==> src/rtl/asu_ddr5_crc_pkg.sv <==
// ---------------------------------------------------------------------------
// asu_ddr5_crc_pkg
// Shared definitions for the DDR5 write-path CRC-8 engine:
//   - CRC8_POLY / CRC8_SEED : x^8+x^2+x+1, zero seed, no reflection, no final XOR
//   - crc_state_t           : burst FSM states (IDLE, ACCUM)
//   - crc8_fold()           : unrolled MSB-first fold of up to 16 message bits
// ---------------------------------------------------------------------------
package asu_ddr5_crc_pkg;

  localparam logic [7:0] CRC8_POLY = 8'h07;
  localparam logic [7:0] CRC8_SEED = 8'h00;

  typedef enum logic {
    IDLE,
    ACCUM
  } crc_state_t;

  // Folds the top nbits of the 16-bit window into crc, highest index first.
  // bits[nbits-1] is the first message bit of the window. nbits is always a
  // constant at the call site, so the loop unrolls into a pure XOR network.
  function automatic logic [7:0] crc8_fold(input logic [7:0]  crc,
                                           input logic [15:0] bits,
                                           input int          nbits);
    logic [7:0] c;
    logic       fb;
    c  = crc;
    fb = 1'b0;
    for (int i = 15; i >= 0; i--) begin
      if (i < nbits) begin
        fb = c[7] ^ bits[i];
        c  = {c[6:0], 1'b0} ^ (fb ? CRC8_POLY : 8'h00);
      end
    end
    return c;
  endfunction

endpackage

==> src/rtl/asu_ddr5_crc_lane.sv <==
// ---------------------------------------------------------------------------
// asu_ddr5_crc_lane
// One CRC-8 lane: accumulator register, seed mux and the per-cycle fold of
// one even beat followed by one odd beat.
// Ports:
//   clk_i, rst_i  : clock, asynchronous active-low reset
//   clear         : synchronous abort, returns the accumulator to the seed
//   enable        : fold this cycle's two beats into the accumulator
//   use_seed      : first cycle of a burst, fold starts from the seed
//   even_beat     : lane DQs of the first beat (bit 0 = lowest DQ)
//   odd_beat      : lane DQs of the second beat
//   crc_next      : CRC after folding this cycle's beats (combinational)
// ---------------------------------------------------------------------------
module asu_ddr5_crc_lane
  import asu_ddr5_crc_pkg::*;
#(
  parameter int LANE_W = 8
) (
  input  logic              clk_i,
  input  logic              rst_i,
  input  logic              clear,
  input  logic              enable,
  input  logic              use_seed,
  input  logic [LANE_W-1:0] even_beat,
  input  logic [LANE_W-1:0] odd_beat,
  output logic [7:0]        crc_next
);

  logic [7:0]  crc_q;
  logic [7:0]  crc_in;
  logic [15:0] bits;

  // Lowest DQ of each beat is shifted first, so it lands at the top of the
  // fold window; the even beat precedes the odd beat.
  always_comb begin
    bits = '0;
    for (int k = 0; k < LANE_W; k++) begin
      bits[2*LANE_W-1-k] = even_beat[k];
      bits[LANE_W-1-k]   = odd_beat[k];
    end
  end

  // A new burst starts from the seed rather than the register, which lets a
  // burst follow the previous one with no bubble.
  always_comb begin
    crc_in   = use_seed ? CRC8_SEED : crc_q;
    crc_next = crc8_fold(crc_in, bits, 2*LANE_W);
  end

  always_ff @(posedge clk_i or negedge rst_i) begin
    if (!rst_i) begin
      crc_q <= CRC8_SEED;
    end else if (clear) begin
      crc_q <= CRC8_SEED;
    end else if (enable) begin
      crc_q <= crc_next;
    end
  end

endmodule

==> src/rtl/asu_ddr5_crc_generator.sv <==
// ---------------------------------------------------------------------------
// asu_ddr5_crc_generator
// DDR5 write CRC-8 engine. Accumulates one CRC per lane over a 16-beat burst
// (8 enabled cycles of two beats) and registers the CRC code word one cycle
// after the last data cycle.
// Parameter:
//   pDRAM_SIZE    : DQ width, 4, 8 or 16 (x16 uses two independent lanes)
// Ports:
//   clk_i         : PHY write clock, two DQ beats per cycle
//   rst_i         : asynchronous active-low reset
//   crc_enable_i  : crc_data_i carries one data cycle of the current burst
//   crc_data_i    : [P-1:0] even beat, [2P-1:P] odd beat
//   crc_clear_i   : synchronous abort of a partial burst (wins over enable)
//   crc_inject_i  : invert bit 0 of each lane CRC on the completing cycle
//                   (only with ASU_DDR5_CRC_ERR_INJ_EN defined)
//   crc_code_o    : CRC code word for the two CRC beats, 1-filled
//   crc_valid_o   : one-cycle pulse when crc_code_o updates
//   crc_busy_o    : a burst is partially accumulated
// Build option: ASU_DDR5_CRC_ERR_INJ_EN enables the error injection port.
// ---------------------------------------------------------------------------
module asu_ddr5_crc_generator
  import asu_ddr5_crc_pkg::*;
#(
  parameter int pDRAM_SIZE = 4
) (
  input  logic                    clk_i,
  input  logic                    rst_i,
  input  logic                    crc_enable_i,
  input  logic [2*pDRAM_SIZE-1:0] crc_data_i,
  input  logic                    crc_clear_i,
`ifdef ASU_DDR5_CRC_ERR_INJ_EN
  input  logic                    crc_inject_i,
`endif
  output logic [2*pDRAM_SIZE-1:0] crc_code_o,
  output logic                    crc_valid_o,
  output logic                    crc_busy_o
);

  localparam int NUM_LANES = (pDRAM_SIZE == 16) ? 2 : 1;
  localparam int LANE_W    = (pDRAM_SIZE == 4) ? 4 : 8;
  localparam int CODE_W    = 2 * pDRAM_SIZE;

  generate
    if (!(pDRAM_SIZE == 4 || pDRAM_SIZE == 8 || pDRAM_SIZE == 16)) begin : g_bad_size
      $error("asu_ddr5_crc_generator: pDRAM_SIZE must be 4, 8 or 16");
    end
  endgenerate

  crc_state_t        state;
  crc_state_t        state_next;
  logic [2:0]        cnt;
  logic              take;
  logic              burst_done;
  logic              use_seed;
  logic [7:0]        lane_crc [NUM_LANES];
  logic [CODE_W-1:0] code_next;

  assign take = crc_enable_i && !crc_clear_i;

  generate
    for (genvar l = 0; l < NUM_LANES; l++) begin : g_lane
      asu_ddr5_crc_lane #(
        .LANE_W (LANE_W)
      ) u_lane (
        .clk_i     (clk_i),
        .rst_i     (rst_i),
        .clear     (crc_clear_i),
        .enable    (take),
        .use_seed  (use_seed),
        .even_beat (crc_data_i[l*8 +: LANE_W]),
        .odd_beat  (crc_data_i[pDRAM_SIZE + l*8 +: LANE_W]),
        .crc_next  (lane_crc[l])
      );
    end
  endgenerate

  // FSM state register.
  always_ff @(posedge clk_i or negedge rst_i) begin
    if (!rst_i) begin
      state <= IDLE;
    end else begin
      state <= state_next;
    end
  end

  // Next state: the first enabled cycle opens a burst, the eighth closes it.
  always_comb begin
    state_next = state;
    if (crc_clear_i) begin
      state_next = IDLE;
    end else if (crc_enable_i) begin
      case (state)
        IDLE:    state_next = ACCUM;
        ACCUM:   state_next = (cnt == 3'd7) ? IDLE : ACCUM;
        default: state_next = IDLE;
      endcase
    end
  end

  // FSM outputs: busy follows the registered state, the seed is selected on
  // the opening cycle, and the eighth enabled cycle completes the burst.
  always_comb begin
    crc_busy_o = (state == ACCUM);
    use_seed   = (state == IDLE);
    burst_done = take && (state == ACCUM) && (cnt == 3'd7);
  end

  // Enabled-cycle counter; wraps from 7 to 0 exactly at burst completion.
  always_ff @(posedge clk_i or negedge rst_i) begin
    if (!rst_i) begin
      cnt <= 3'd0;
    end else if (crc_clear_i) begin
      cnt <= 3'd0;
    end else if (crc_enable_i) begin
      cnt <= cnt + 3'd1;
    end
  end

  // Code word assembly: lane CRCs in the low bytes, unused beats filled with
  // 1s. Injection touches only bit 0 of each lane CRC, never the filler.
  always_comb begin
    code_next = '1;
    for (int l = 0; l < NUM_LANES; l++) begin
      code_next[l*8 +: 8] = lane_crc[l];
`ifdef ASU_DDR5_CRC_ERR_INJ_EN
      code_next[l*8] = lane_crc[l][0] ^ crc_inject_i;
`endif
    end
  end

  // Output register: the code word holds until the next burst completes.
  always_ff @(posedge clk_i or negedge rst_i) begin
    if (!rst_i) begin
      crc_code_o  <= '0;
      crc_valid_o <= 1'b0;
    end else begin
      crc_valid_o <= burst_done;
      if (burst_done) begin
        crc_code_o <= code_next;
      end
    end
  end

endmodule

==> config.mk <==
export PLATFORM = sky130hd
export DESIGN_NAME = asu_ddr5_crc_generator
export DESIGN_NICKNAME = d
export VERILOG_FILES = /design/src/rtl/asu_ddr5_crc_pkg.sv /design/src/rtl/asu_ddr5_crc_lane.sv /design/src/rtl/asu_ddr5_crc_generator.sv
export SDC_FILE = /design/constraint.sdc
export NUM_CORES = 1
export LEC_CHECK = 0
export CORE_MARGIN = 2
export CORE_UTILIZATION = 35
export CTS_CLUSTER_DIAMETER = 80
export DETAILED_ROUTE_END_ITERATION = 7
export GPL_TIMING_DRIVEN = 0
export SYNTH_ARGS = -nofsm -noshare
export SYNTH_HDL_FRONTEND = slang
export SYNTH_HIERARCHICAL = 1
export SYNTH_SLANG_ARGS = --single-unit
==> constraint.sdc <==
create_clock -name clk_i -period 3.4 [get_ports clk_i]
set_input_delay 0.68 -clock clk_i [delete_from_list [all_inputs] [get_ports clk_i]]
set_output_delay 0.68 -clock clk_i [all_outputs]
set_load 0.005 [all_outputs]
=== Word-level counts from Yosys, hierarchy flattened ===
Index checks and enable logic that the tools add are counted.

* Reductions and logical operators: 6
* Bitwise gates (word level): 17
* Equality and inequality tests: 1
* Add/subtract/negate cells: 1
* Multiplexer cells: 17

{| class="wikitable"
|+ Operators by type and width
! kind !! count
|-
| 8-bit bitwise XOR || 8
|-
| 3-bit 2-to-1 mux || 10
|-
| 8-bit 2-to-1 mux || 3
|-
| 1-bit bitwise XOR || 8
|-
| 2-bit nonzero test || 2
|-
| 3-bit by 1-bit adder with 3-bit output (second input constant) || 1
|-
| 3-bit equality test (second input constant) || 1
|-
| 1-bit logical AND || 3
|-
| 1-bit 2-to-1 mux || 3
|-
| 1-bit one-hot mux with 2 select lines || 1
|-
| 1-bit logical NOT || 1
|-
| 1-bit NOT || 1
|}

* Output and inout bits: 10
* Bits of input ports: 12
* Logic and storage cells: 47
* Bits in registers: 21

=== Depth between registers and ports, before layout ===
Gate-level depths: netlist (run 1).

* Depth in word-level cells: 27
* Depth in mapped cells: 7
* Depth with buffers taken out: 7

=== Hierarchy ===
Netlist (run 1), hierarchy kept.

{| class="wikitable"
|+ Modules (own cells, without submodules)
! module !! seq. area each (µm²) !! instances !! cells an instance !! area an instance (µm²)
|-
| asu_ddr5_crc_lane || 200.2 || 1 || 67 || 738.2
|-
| asu_ddr5_crc_generator || 325.3 || 1 || 36 || 543.0
|}

=== Worst setup path after synthesis (run 1) ===
No wires, ideal clock.

* Kind: input to register
* From: in crc_data_i[7]
* To: reg crc_code_o[2]
* Buffers on the path: 0
* Slack: 1339 ps
* Stages: 6
* Library setup time: 125 ps
* Arrival: 1936 ps
* Data required time: 3275 ps
* Path through: xnor2_1 xnor3_2 xor2_4 xnor3_1 inv_1 mux2_2

* Longest elaborated chain between the ends: 3

{| class="wikitable"
|+ Ends and longest elaborated chain
! item !! RTL line !! text
|-
| start, declared || asu_ddr5_crc_generator.sv:29 || <nowiki>input logic [2*pDRAM_SIZE-1:0] crc_data_i,</nowiki>
|-
| 1-bit bitwise XOR || asu_ddr5_crc_pkg.sv:30 || <nowiki>fb = c[7] ^ bits[i];</nowiki>
|-
| 3-bit 2-to-1 mux || asu_ddr5_crc_pkg.sv:31 || <nowiki>c = {c[6:0], 1'b0} ^ (fb ? CRC8_POLY : 8'h00);</nowiki>
|-
| 8-bit bitwise XOR || asu_ddr5_crc_pkg.sv:31 ||
|-
| net code_next[2] || asu_ddr5_crc_generator.sv:56 || <nowiki>logic [CODE_W-1:0] code_next;</nowiki>
|-
| end signal, assigned || asu_ddr5_crc_generator.sv:139 || <nowiki>crc_code_o <= code_next;</nowiki>
|-
| end, declared || asu_ddr5_crc_generator.sv:34 || <nowiki>output logic [2*pDRAM_SIZE-1:0] crc_code_o,</nowiki>
|}

The timed path passes the listed nets, and every way through them passes these cells.
A chain may end at the register's enable or synchronous reset.

=== Worst setup path after layout (run 1) ===
* From: in crc_data_i[0]
* To: reg crc_code_o[2]

* Longest elaborated chain between the ends: 12
* Elaborated cells between the ends (all ways): 14
* Those cells by class: mux: 3; bitwise: 11

{| class="wikitable"
|+ Ends and longest elaborated chain
! item !! RTL line
|-
| 1-bit bitwise XOR (*) || asu_ddr5_crc_pkg.sv:30
|-
| 3-bit 2-to-1 mux (*) || asu_ddr5_crc_pkg.sv:31
|-
| 8-bit bitwise XOR (*) (6 in series) || asu_ddr5_crc_pkg.sv:31
|-
| 1-bit bitwise XOR or 8-bit bitwise XOR (tied branches) || asu_ddr5_crc_pkg.sv:30, asu_ddr5_crc_pkg.sv:31
|-
| 3-bit 2-to-1 mux or 1-bit bitwise XOR (tied branches) || asu_ddr5_crc_pkg.sv:31, asu_ddr5_crc_pkg.sv:30
|-
| 8-bit bitwise XOR (*) (2 in series) || asu_ddr5_crc_pkg.sv:31
|-
| net code_next[2] || asu_ddr5_crc_generator.sv:56
|}

The timed path passes the listed nets; every way through them passes the cells marked *.

==> results of run 1 <==
[cells by family after synthesis]
logic type / Yosys count / synth area share
simple gates: 22 / 0.104
mux: 15 / 0.125
flops: 21 / 0.410
fa+ha+maj: 2 / 0.0195
xor+xnor: 26 / 0.259
buf+inv: 10 / 0.0361
compound gates: 7 / 0.0459
[metal layers]
layer  vias to the layer above  routed length (um)  track usage
met2                        11                 991        0.188
li1                        391                   -            -
met5                         -                   0            0
met1                       356                1030        0.153
met4                         0                  13       0.0399
met3                         2                  82       0.0243
[layout make-up]
class | instances | area [um^2]
Sequential cell | 21 | 526
Clock buffer | 3 | 22.5
Fill cell | 343 | 1850
Tap cell | 46 | 57.6
Multi-Input combinational cell | 72 | 709
Inverter | 6 | 22.5
Clock inverter | 1 | 5.00
Buffer | 4 | 23.8
Timing Repair Buffer | 20 | 200
[worst max path at each step]
stage,from,end,depth (start not counted)
floorplan,crc_data_i[7],crc_code_o[2],6
global placement,crc_data_i[0],crc_code_o[2],6
detailed placement,crc_data_i[0],crc_code_o[2],6
CTS,crc_data_i[0],crc_code_o[2],6
global route,crc_data_i[0],crc_code_o[2],6
finish,crc_data_i[0],crc_code_o[2],6
[per-stage QoR]
stage	hold slack, ps	instances
floorplan	384	103
global placement	489	169
detailed placement	494	169
CTS	523	173
global route	538	173
finish	520	173
[state kept, by name, summed over array words and instances, names as in the netlist]
register and cells:
crc_code_o 8, g_lane.u_lane/crc_q 8, cnt 3, crc_busy_o 1
crc_valid_o 1
[power by group through the flow]
stage                     logic [mW]  registers (mW)  clock network [mW]
after floorplan                0.135           0.278                   0
after global routing           0.194           0.277               0.140
after detailed placement       0.175           0.280                   0
after CTS                      0.177           0.275               0.128
after global placement         0.174           0.279                   0
final                          0.173           0.275               0.118
[layout by cell type (no fill, tap or decap), drive strengths merged, types with 2 or more instances in the layout]
cell type and instances:
xor2 4, inv 6, xnor3 5, buf 4
dfrtp 21, clkbuf 3, nor2 14, nor2b 3
xnor2 17, clkdlybuf4s50 20, mux2i 7, ha 2
mux2 8, nand2b 2
==> tab_implementation.tex, run 1 <==
\begin{tabular}{lr}
\hline
Metric & Value \\
\hline
\multicolumn{2}{l}{\textbf{Synth}} \\
Number of flip-flops and latches in the synthesized netlist & 21 \\
Count of yosys warnings during synthesis & 6 \\
Avg Synthesized Cell Area & $\sim$12 um\^{}2 \\
Top cells by area, synth & dfrtp\_1 (41\%), xnor2\_1 (10\%), mux2\_2 (7.0\%) \\
FFs w/ async S/R, synth & 1.00 \\
Most instantiated library cell after synthesis & dfrtp\_1 \\
Total standard cell area after synthesis & $\sim$1300 um\^{}2 \\
Netlist cell types & 29 \\
Share of synthesized area occupied by flip-flops and latches & 0.410 \\
Most area-hungry cell type in the Yosys netlist & dfrtp\_1 \\
Share of the synthesized area in the top cell type & 0.410 \\
Synth Flop Type & dfrtp\_1 \\
Post-Syn Nets & about 120 \\
Cell count after synthesis & 103 \\
Ranking of synthesized cells by instance count & dfrtp\_1 (21), xnor2\_1 (15), nor2\_1 (13) \\
Number of enable-type register cells in the synthesized netlist & 0 \\
\multicolumn{2}{l}{\textbf{Floorplan}} \\
DIE AREA & 4160 um\^{}2 \\
Effective utilization at floorplan & 0.375 \\
Number of top-level design ports & 22 \\
Core Area & $\sim$3400 um\^{}2 \\
Placement Rows & 21 \\
Die width & between 60 and 70 um \\
Die H & around 65 um \\
\multicolumn{2}{l}{\textbf{Power}} \\
Maximum vdd drop & around 180 uV \\
Psw & roughly 0.16 mW \\
Power consumption & 0.566 mW \\
Switching portion of total power & 0.290 \\
Cell Pwr Density & roughly 360 nW/um\^{}2 \\
Part of the total power dissipated in combinational logic & 0.306 \\
Lkg Pwr & about 0.74 nW \\
Cell-internal power & approximately 0.4 mW \\
Power share of the clock group & 0.208 \\
Power share of the sequential group & 0.486 \\
\multicolumn{2}{l}{\textbf{Global routing}} \\
Largest net degree at the start of global routing & 22 \\
Total track usage & 0.115 \\
Initial antenna violation count & 0 \\
Total gr overflow & 0 \\
First-pass GRT wire length & 3670 um \\
Via count of the first global-routing pass & 800 \\
\multicolumn{2}{l}{\textbf{Clocking}} \\
Sinks on Clock Net & 21 \\
\# resized after CTS & 0 \\
Clock H-tree levels & 1 \\
Maximum clock path buffer count & 2 \\
Clock latency on the worst-skew pair & 300 ps \\
Hold\_buf cts & 0 \\
TritonCTS clock tree & built \\
CTS buffer count & 3 \\
Root buf cell & clkbuf\_4 \\
Clock slew seen by the registers of the worst setup and hold paths & between 100 and 150 ps \\
Buffers inserted during post-CTS setup optimization & 0 \\
\multicolumn{2}{l}{\textbf{Min path}} \\
Hold Crit Endpoint & crc\_code\_o[7] \\
Start point of the worst min-delay path & crc\_code\_o[7] \\
Worst min-delay path category & register to register \\
WHS Path Cells & 1 \\
\multicolumn{2}{l}{\textbf{Final layout}} \\
Post-layout util & 0.459 \\
Post-synthesis to final-layout area growth & 22.3\% \\
Antenna diodes & 0 \\
Design area & 1570 um\^{}2 \\
Proportion of layout cells with a drive suffix above 1 & 0.181 \\
Number of nets at the end of the flow & 142 \\
\multicolumn{2}{l}{\textbf{Detailed routing}} \\
Vias/cell & 4.39 \\
Pre-antenna DRT Iters & 4 \\
Count of unresolved DRC violations after routing & 0 \\
Overall via count from detail\_route & 760 \\
Post-detailed-route wirelength per cell & about 12 um \\
Count of nets left with antenna violations after detail routing & 0 \\
Detailed router's first-iteration violation count & 10 \\
Aggregate routed wire length & between 2000 and 2500 um \\
\multicolumn{2}{l}{\textbf{Setup path}} \\
Reg-to-reg setup timing slack & 1360 ps \\
Crit path launch type & input pin \\
Worst Reg-to-Reg Cells & 6 \\
Endpoint required time on the critical path & $\sim$3600 ps \\
WS Path Type & input pin to register \\
Top cell family by delay on the critical path & XOR/XNOR gates \\
Highest net fanout along the worst path & 4 \\
Max stage delay cell, worst path & clkdlybuf4s50\_1 \\
Delay of the slowest critical-path stage & roughly 540 ps \\
Arr. time, crit path & 2580 ps \\
Worst reg2reg path startpoint & crc\_busy\_o \\
Crit path buffers/inverters & 2 \\
Cell-by-cell trace of the critical path & clkdlybuf4s50\_1 > xnor3\_2 > xor2\_4 > xnor3\_1 > inv\_1 > mux2\_2 \\
Critical path capture point type & register \\
Capture instance of the worst register-to-register path & crc\_code\_o[4] \\
\multicolumn{2}{l}{\textbf{Timing}} \\
Minimum clock period after layout & 2370 ps \\
Unrepaired setup endpoints after global routing & no \\
Final number of max-transition violations & 0 \\
Clock skew & 7.98 ps \\
Final setup margin & between 1000 and 1500 ps \\
Sum of negative setup slack & 0 ps \\
Final count of hold timing violations & 0 \\
Actual transition at the worst max-transition pin & 954 ps \\
Highest achievable clock rate & approximately 0.42 GHz \\
Count of endpoints failing setup in the final report & 0 \\
Share of the clock period used by the worst path after layout & 0.698 \\
Worst slew margin relative to its limit & 0.362 \\
\multicolumn{2}{l}{\textbf{Placed design}} \\
Buffers added on ports & 20 \\
Total placed instance area & 1540 um\^{}2 \\
Final HPWL from detailed placement & between 1500 and 2000 um \\
Setup slack at placement & about 670 ps \\
Final Wtd Congestion & 0.739 \\
\multicolumn{2}{l}{\textbf{Status}} \\
Result of the run & finished clean \\
\multicolumn{2}{l}{\textbf{Job}} \\
Max-cap violations & 0 \\
\hline
\end{tabular}
No activity file was read; power rests on OpenSTA's default activity.
==> run 2, diff against run 1 <==
==> constraint.sdc (replaced) <==
create_clock -name clk_i -period 2.3 [get_ports clk_i]
set_input_delay 0.46 -clock clk_i [delete_from_list [all_inputs] [get_ports clk_i]]
set_output_delay 0.46 -clock clk_i [all_outputs]
set_load 0.005 [all_outputs]
==> results of run 2 <==
Same layout as run 1 (identical final DEF). Status: finished clean.
Among the figures that moved: setup slack after placement 675 ps -> -205 ps; setup slack after layout 1030 ps -> 146 ps; hold slack 520 ps -> 383 ps; register-to-register setup slack 1360 ps -> 260 ps; end point of the worst hold path crc_code_o[7] -> crc_busy_o; total power 0.566 mW -> 0.837 mW; worst IR drop on VDD 180 uV -> 266 uV
==> run 3, diff against run 2 <==
--- a/config.mk
+++ b/config.mk
@@ -5,6 +5,7 @@
 export SDC_FILE = /design/constraint.sdc
 export NUM_CORES = 1
 export LEC_CHECK = 0
+export ABC_CLOCK_PERIOD_IN_PS = 2300
 export CORE_MARGIN = 2
 export CORE_UTILIZATION = 35
 export CTS_CLUSTER_DIAMETER = 80
@@ -12,5 +13,4 @@
 export GPL_TIMING_DRIVEN = 0
 export SYNTH_ARGS = -nofsm -noshare
 export SYNTH_HDL_FRONTEND = slang
-export SYNTH_HIERARCHICAL = 1
 export SYNTH_SLANG_ARGS = --single-unit
==> run 3 against run 2 <==
Critical path depth shrank 1. Non-clock buffer count grew 1. Register-to-register slack gained 210 ps. Global-route usage grew 2.0 points. Area after synthesis shrank 8.2%. Sequential cell count is the same. First-iteration DRC count grew to 4.1 times the previous value. Clock skew shrank 6.6 ps. Critical path type unchanged. Sequential share of layout area grew 2.4 points. Die area shrank 7.7%.
==> tab_implementation.tex, run 3 <==
\begin{tabular}{lr}
\hline
Metric & Value \\
\hline
\multicolumn{2}{l}{\textbf{Timing}} \\
Count of endpoints failing setup in the final report & 0 (unchanged) \\
Post-Route Hold Slack & 494 ps (was 383 ps) \\
Final count of hold timing violations & 0 (unchanged) \\
Highest achievable clock rate & 0.533 GHz (was 0.464 GHz) \\
Clock skew & 1.33 ps (was 7.98 ps) \\
Sum of negative setup slack & 0 ps (unchanged) \\
Final setup margin & 424 ps (was 146 ps) \\
Minimum clock period after layout & 1880 ps (was 2150 ps) \\
Actual transition at the worst max-transition pin & 974 ps (was 954 ps) \\
Final number of max-transition violations & 0 (unchanged) \\
Unrepaired setup endpoints after global routing & no (unchanged) \\
Share of the clock period used by the worst path after layout & 0.816 (was 0.937) \\
Worst slew margin relative to its limit & 0.349 (was 0.362) \\
\multicolumn{2}{l}{\textbf{Final layout}} \\
Number of nets at the end of the flow & 151 (was 142) \\
Fillers & 331 (was 343) \\
Antenna diodes & 0 (unchanged) \\
Design area & 1460 um\^{}2 (was 1570 um\^{}2) \\
Commonest cells after routing, fill and taps aside & dfrtp\_1 (21), nand2\_1 (20), clkdlybuf4s50\_1 (20) (was dfrtp\_1 (21), clkdlybuf4s50\_1 (20), xnor2\_1 (15)) \\
Proportion of layout cells with a drive suffix above 1 & 0.0809 (was 0.181) \\
Post-layout util & 0.445 (was 0.459) \\
Area of the multi-input gates & 613 um\^{}2 (was 709 um\^{}2) \\
Post-synthesis to final-layout area growth & 24.3\% (was 22.3\%) \\
Most common cell after layout, fill and taps aside & dfrtp\_1 (unchanged) \\
Largest registers & crc\_code\_o x8, g\_lane.u\_lane.crc\_q x8, cnt x3 (was crc\_code\_o x8, g\_lane.u\_lane/crc\_q x8, cnt x3) \\
Area taken by flip-flops and latches & 526 um\^{}2 (unchanged) \\
\multicolumn{2}{l}{\textbf{Power}} \\
Psw & 0.272 mW (was 0.243 mW) \\
Cell Pwr Density & 607 nW/um\^{}2 (was 534 nW/um\^{}2) \\
Switching portion of total power & 0.307 (was 0.290) \\
Cell-internal power & 0.615 mW (was 0.594 mW) \\
Lkg Pwr & 0.666 nW (was 0.743 nW) \\
Maximum vdd drop & 529 uV (was 266 uV) \\
Power share of the clock group & 0.203 (was 0.208) \\
Part of the total power dissipated in combinational logic & 0.320 (was 0.306) \\
Power share of the sequential group & 0.476 (was 0.486) \\
\multicolumn{2}{l}{\textbf{Setup path}} \\
Critical path's most frequent cell & xnor2\_1 \\
Max stage delay cell, worst path & clkdlybuf4s50\_1 (unchanged) \\
WS Path Type & input pin to register (unchanged) \\
Arr. time, crit path & 2050 ps (was 2360 ps) \\
Top cell family by delay on the critical path & XOR/XNOR gates (unchanged) \\
Cell-by-cell trace of the critical path & clkdlybuf4s50\_1 > xnor2\_1 > xnor3\_1 > xnor2\_1 > o22ai\_1 (was clkdlybuf4s50\_1 > xnor3\_2 > xor2\_4 > xnor3\_1 > inv\_1 > mux2\_2) \\
Delay of the slowest critical-path stage & 460 ps (was 540 ps) \\
Critical path capture point type & register (unchanged) \\
Crit path launch type & input pin (unchanged) \\
Highest net fanout along the worst path & 2 (was 4) \\
Endpoint required time on the critical path & 2480 ps (was 2500 ps) \\
Crit path buffers/inverters & 1 (was 2) \\
\multicolumn{2}{l}{\textbf{Job}} \\
Max-cap violations & 0 (unchanged) \\
\multicolumn{2}{l}{\textbf{Placed design}} \\
Total placed instance area & 1430 um\^{}2 (was 1540 um\^{}2) \\
Buffers added on ports & 20 (unchanged) \\
Final HPWL from detailed placement & 1770 um (was 1630 um) \\
Setup slack at placement & 58.1 ps (was -205 ps) \\
Final Wtd Congestion & 0.766 (was 0.739) \\
\multicolumn{2}{l}{\textbf{Global routing}} \\
GRT busiest layer & met2 (unchanged) \\
Initial antenna violation count & 0 (unchanged) \\
GR met1 Demand/Resource & 0.191 (was 0.153) \\
Largest net degree at the start of global routing & 22 (unchanged) \\
Met3 Use GR & 0.0435 (was 0.0243) \\
First-pass GRT wire length & 3680 um (was 3670 um) \\
Total gr overflow & 0 (unchanged) \\
Via count of the first global-routing pass & 761 (was 800) \\
Total track usage & 0.136 (was 0.115) \\
Met2 capacity usage during global routing & 0.205 (was 0.188) \\
\multicolumn{2}{l}{\textbf{Floorplan}} \\
Core Area & 3280 um\^{}2 (was 3420 um\^{}2) \\
Number of top-level design ports & 22 (unchanged) \\
Die width & 62.0 um (was 64.5 um) \\
Effective utilization at floorplan & 0.358 (was 0.375) \\
Die H & 62.0 um (was 64.5 um) \\
DIE AREA & 3840 um\^{}2 (was 4160 um\^{}2) \\
Placement Rows & 21 (unchanged) \\
\multicolumn{2}{l}{\textbf{Detailed routing}} \\
Detailed router's first-iteration violation count & 41 (was 10) \\
Vias/cell & 4.51 (was 4.39) \\
Overall via count from detail\_route & 820 (was 760) \\
Aggregate routed wire length & 2360 um (was 2110 um) \\
Count of unresolved DRC violations after routing & 0 (unchanged) \\
Pre-antenna DRT Iters & 4 (unchanged) \\
Post-detailed-route wirelength per cell & 12.9 um (was 12.2 um) \\
Count of nets left with antenna violations after detail routing & 0 (unchanged) \\
\multicolumn{2}{l}{\textbf{Clocking}} \\
Clock slew seen by the registers of the worst setup and hold paths & 120 ps (about the same) \\
Sinks on Clock Net & 21 (unchanged) \\
TritonCTS clock tree & built (unchanged) \\
Root buf cell & clkbuf\_4 (unchanged) \\
Clock H-tree levels & 1 (unchanged) \\
Maximum clock path buffer count & 2 (unchanged) \\
Hold\_buf cts & 0 (unchanged) \\
Buffers inserted during post-CTS setup optimization & 0 (unchanged) \\
Clock latency on the worst-skew pair & 310 ps (was 300 ps) \\
\# resized after CTS & 0 (unchanged) \\
CTS buffer count & 3 (unchanged) \\
\multicolumn{2}{l}{\textbf{Synth}} \\
Total standard cell area after synthesis & 1180 um\^{}2 (was 1280 um\^{}2) \\
Synth Flop Type & dfrtp\_1 (unchanged) \\
Share of the synthesized area in the top cell type & 0.447 (was 0.410) \\
Avg Synthesized Cell Area & 10.5 um\^{}2 (was 12.4 um\^{}2) \\
Post-Syn Nets & 126 (was 117) \\
FFs w/ async S/R, synth & 1.00 (unchanged) \\
Most area-hungry cell type in the Yosys netlist & dfrtp\_1 (unchanged) \\
Top cells by area, synth & dfrtp\_1 (45\%), xnor2\_1 (10\%), nand2\_1 (6.4\%) (was dfrtp\_1 (41\%), xnor2\_1 (10\%), mux2\_2 (7.0\%)) \\
Ranking of synthesized cells by instance count & dfrtp\_1 (21), nand2\_1 (20), xnor2\_1 (14) (was dfrtp\_1 (21), xnor2\_1 (15), nor2\_1 (13)) \\
Share of synthesized area occupied by flip-flops and latches & 0.447 (was 0.410) \\
Netlist cell types & 26 (was 29) \\
Most instantiated library cell after synthesis & dfrtp\_1 (unchanged) \\
Number of flip-flops and latches in the synthesized netlist & 21 (unchanged) \\
Cell count after synthesis & 112 (was 103) \\
Count of yosys warnings during synthesis & 0 (was 6) \\
Number of enable-type register cells in the synthesized netlist & 0 (unchanged) \\
\multicolumn{2}{l}{\textbf{Min path}} \\
Worst min-delay path category & register to register (was input pin to register) \\
\multicolumn{2}{l}{\textbf{Status}} \\
Result of the run & finished clean (unchanged) \\
\hline
\end{tabular}
-- run 3: cell types whose count changed after synthesis, moves of 2 or more --
cell and change:
inv_1 -2, nand2_1 +20, o21ai_0 +5, o22ai_1 +2, clkbuf_1 +3, mux2_2 -7, nor2b_1 -2, mux2i_1 -2
xor2_1 +2, xnor2_2 -2
-- run 3: path summary, 6_finish.rpt --
| kind | from | endpoint | slack, ps | depth (start not counted) |
|---|---|---|---|---|
| setup / recovery | crc_data_i[0] | g_lane[0].u_lane.crc_q[2] | 420 | 5 |
| hold / removal | crc_code_o[3] | crc_code_o[3] | 490 | 2 |
| setup reg to reg | crc_busy_o | g_lane[0].u_lane.crc_q[2] | 470 | 6 |
| hold reg to reg | crc_code_o[3] | crc_code_o[3] | 490 | 2 |
| max in group asynchronous | rst_i | g_lane[0].u_lane.crc_q[0] | 1040 | 1 |
| min in group asynchronous | rst_i | g_lane[0].u_lane.crc_q[5] | 680 | 1 |
-- run 3: cell type report --
cell class | count | share of cell area
Buffer | 5 | 0.0154
Clock buffer | 3 | 0.0154
Clock inverter | 1 | 0.00342
Inverter | 4 | 0.0103
Multi-Input combinational cell | 82 | 0.420
Sequential cell | 21 | 0.360
Tap cell | 46 | 0.0394
Timing Repair Buffer | 20 | 0.137
-- run 3: power groups by stage --
stage	sequential [mW]	combinational, mW	clock (mW)
global placement	0.429	0.285	0
CTS	0.423	0.290	0.194
finish	0.423	0.284	0.180
global route	0.426	0.314	0.207
floorplan	0.426	0.215	0
detailed placement	0.430	0.289	0
-- run 3: per-stage QoR --
| stage | power (mW) | instances |
|---|---|---|
| 2_1_floorplan | 0.640 | 112 |
| 3_3_place_gp | 0.714 | 178 |
| 3_5_place_dp | 0.719 | 178 |
| 4_1_cts | 0.907 | 182 |
| 5_1_grt | 0.947 | 182 |
| 6_report | 0.887 | 182 |
-- run 3: kinds of logic (layout without fill, tap and decap cells) --
| family | after synthesis | in the layout | synth area share |
|---|---|---|---|
| buf+inv | 9 | 33 | 0.0319 |
| mux | 6 | 6 | 0.0521 |
| compound gates | 12 | 12 | 0.0638 |
| xor+xnor | 25 | 25 | 0.256 |
| simple gates | 37 | 37 | 0.128 |
| fa+ha+maj | 2 | 2 | 0.0213 |
| flops | 21 | 21 | 0.447 |
-- run 3: layer usage --
| layer | vias to the layer above | share of wire | wire [um] |
|---|---|---|---|
| met3 | 2 | 0.039 | 91 |
| met2 | 20 | 0.46 | 1070 |
| li1 | 412 | - | - |
| met5 | - | 0 | 0 |
| met1 | 386 | 0.50 | 1170 |
| met4 | 0 | 0.0068 | 16 |
-- run 3: tightest hold or removal path: stages (launching register included) --
cell and delay (ps):
dfrtp_1 360, nand2_1 50, o21ai_0 60
==> patch, RTL diff (settings of run 2) <==
Add a define of `ASU_DDR5_CRC_ERR_INJ_EN`.
--- a/src/rtl/asu_ddr5_crc_generator.sv
+++ b/src/rtl/asu_ddr5_crc_generator.sv
@@ -18,6 +18,8 @@
 //   crc_busy_o    : a burst is partially accumulated
 // Build option: ASU_DDR5_CRC_ERR_INJ_EN enables the error injection port.
 // ---------------------------------------------------------------------------
+`define ASU_DDR5_CRC_ERR_INJ_EN
+
 module asu_ddr5_crc_generator
   import asu_ddr5_crc_pkg::*;
 #(
Ports: changed (added crc_inject_i); port bits go from 22 to 23. The function was not compared with the original's and may differ.
==> patch against run 2 <==
  * Worst setup slack worse by 37 ps
  * Area after synthesis up 0.68%
  * Combinational power up 3%
  * Final area up 2.5%
  * Sequential share of layout area down 0.81 points
  * Power up 8.6%
  * Wire length up 7.9%
  * First-iteration DRC count up 30%
  * Sequential cell count unchanged
  * Critical path type unchanged
  * Largest power group unchanged
==> patch: results <==
[pwr]
p_int_mw = 0.6561
ir_drop_mv = 0.1644
leakage_nw = 0.7563

[layout]
final.fill_count = 354
final_cell_count_no_fill = 177
nNetsFinal = 145
drive_gt1_share_pct = 17.05

[placement]
gp_congestion = 0.6956
place_inst = 173
dp_hpwl_um = 1678

[synth]
synth_fa_ha_area_share_pct = 1.940
synth_xor_area_share_pct = 26.38
synthMuxAreaShare_pct = 12.42
syn_avg_cell_area_um2 = 12.40
synth-seq-area-share_pct = 40.74
syn_nets = 119
netlist_top_cells_area = "dfrtp_1, xnor2_1, mux2_2"
synthFlopType = "dfrtp_1"
synth_compound_area_share_pct = 4.559

[cts]
clk_pin_slew_ps = 70
cts-root-buf = "clkbuf_8"
worstSkewPairLatency_ps = 260

[worst_setup_path]
cp_data_arrival_time_ps = 2340
max_stage_delay_ps = 540

[outcome]
outcome = "completed"

[sta]
skew_ps = 3.179

[routing]
firstDrtPassIters = 2
viasPerCell = 4.525
drt_iter0_markers = 13
totalWireLength_um = 2282

[grt]
grt_pass1_vias = 827
grt_pass1_wl_um = 3801
grtUsageTotal_pct = 12.30

[min_path]
min_path_type = "input pin to register"
[patch: changes by cell type after synthesis]
cell,delta
xor2_1,+1
[patch: power groups by stage]
| stage | combinational (mW) | sequential [mW] | clock [mW] |
|---|---|---|---|
| CTS | 0.269 | 0.407 | 0.251 |
| detailed placement | 0.267 | 0.414 | 0 |
| global placement | 0.263 | 0.413 | 0 |
| finish | 0.264 | 0.407 | 0.238 |
| floorplan | 0.203 | 0.410 | 0 |
| global route | 0.292 | 0.411 | 0.272 |
[patch: final timing paths]
kind / endpoint / depth (start not counted) / slack [ps]
worst max register to register: crc_code_o[5] / 6 / 210
worst max-delay path: crc_code_o[2] / 6 / 110
max in group asynchronous: g_lane[0].u_lane/crc_q[5] / 1 / 970
worst min-delay path: crc_busy_o / 2 / 420
min in group asynchronous: crc_code_o[1] / 1 / 740
worst min register to register: crc_code_o[7] / 1 / 510
[patch: layer usage]
metal	part of all wire, %	up-vias	routed length, um	track usage, %
met2	50	13	1151	19.46
met4	1.2	0	27	6.383
met1	45	395	1029	16.35
li1	-	391	-	-
met5	0	-	0	0
met3	3.2	2	74	1.736
[patch: area by class of cell]
type	instances	area [um^2]	share of cell area, %
sequential	21	525.5	32.74
timing repair buffer	21	210.2	13.09
multi-input combinational	73	718.2	44.74
clock buffer	4	45.04	2.806
buffer	4	23.77	1.481
tap	48	60.06	3.741
inverter	6	22.52	1.403
[patch: through the flow]
step	power (mW)	util [%]	setup WS [ps]	cell area [um^2]	setup TNS [ps]
finish	0.9091	44.52	108.5	1605	0
global placement	0.6764	43.27	-179.8	1560	-402.1
detailed placement	0.6816	43.27	-179.3	1560	-434.8
CTS	0.9273	44.52	86.22	1605	0
floorplan	0.6140	-	356.4	1290	0
global route	0.9748	44.52	8.330	1605	0
[patch: cells by family after synthesis]
group	after synthesis
compound gates	7
xor+xnor	27
fa+ha+maj	2
buf+inv	10
flops	21
mux	15
simple gates	22
[patch: worst reg2reg max path: cells and delay by family (launching register included)]
kind / cells / cell delay, ps
XOR/XNOR: 2 / 720
flip-flops: 1 / 460
buffers and inverters: 2 / 320
multiplexers: 1 / 280
AND/OR/NAND/NOR: 1 / 200
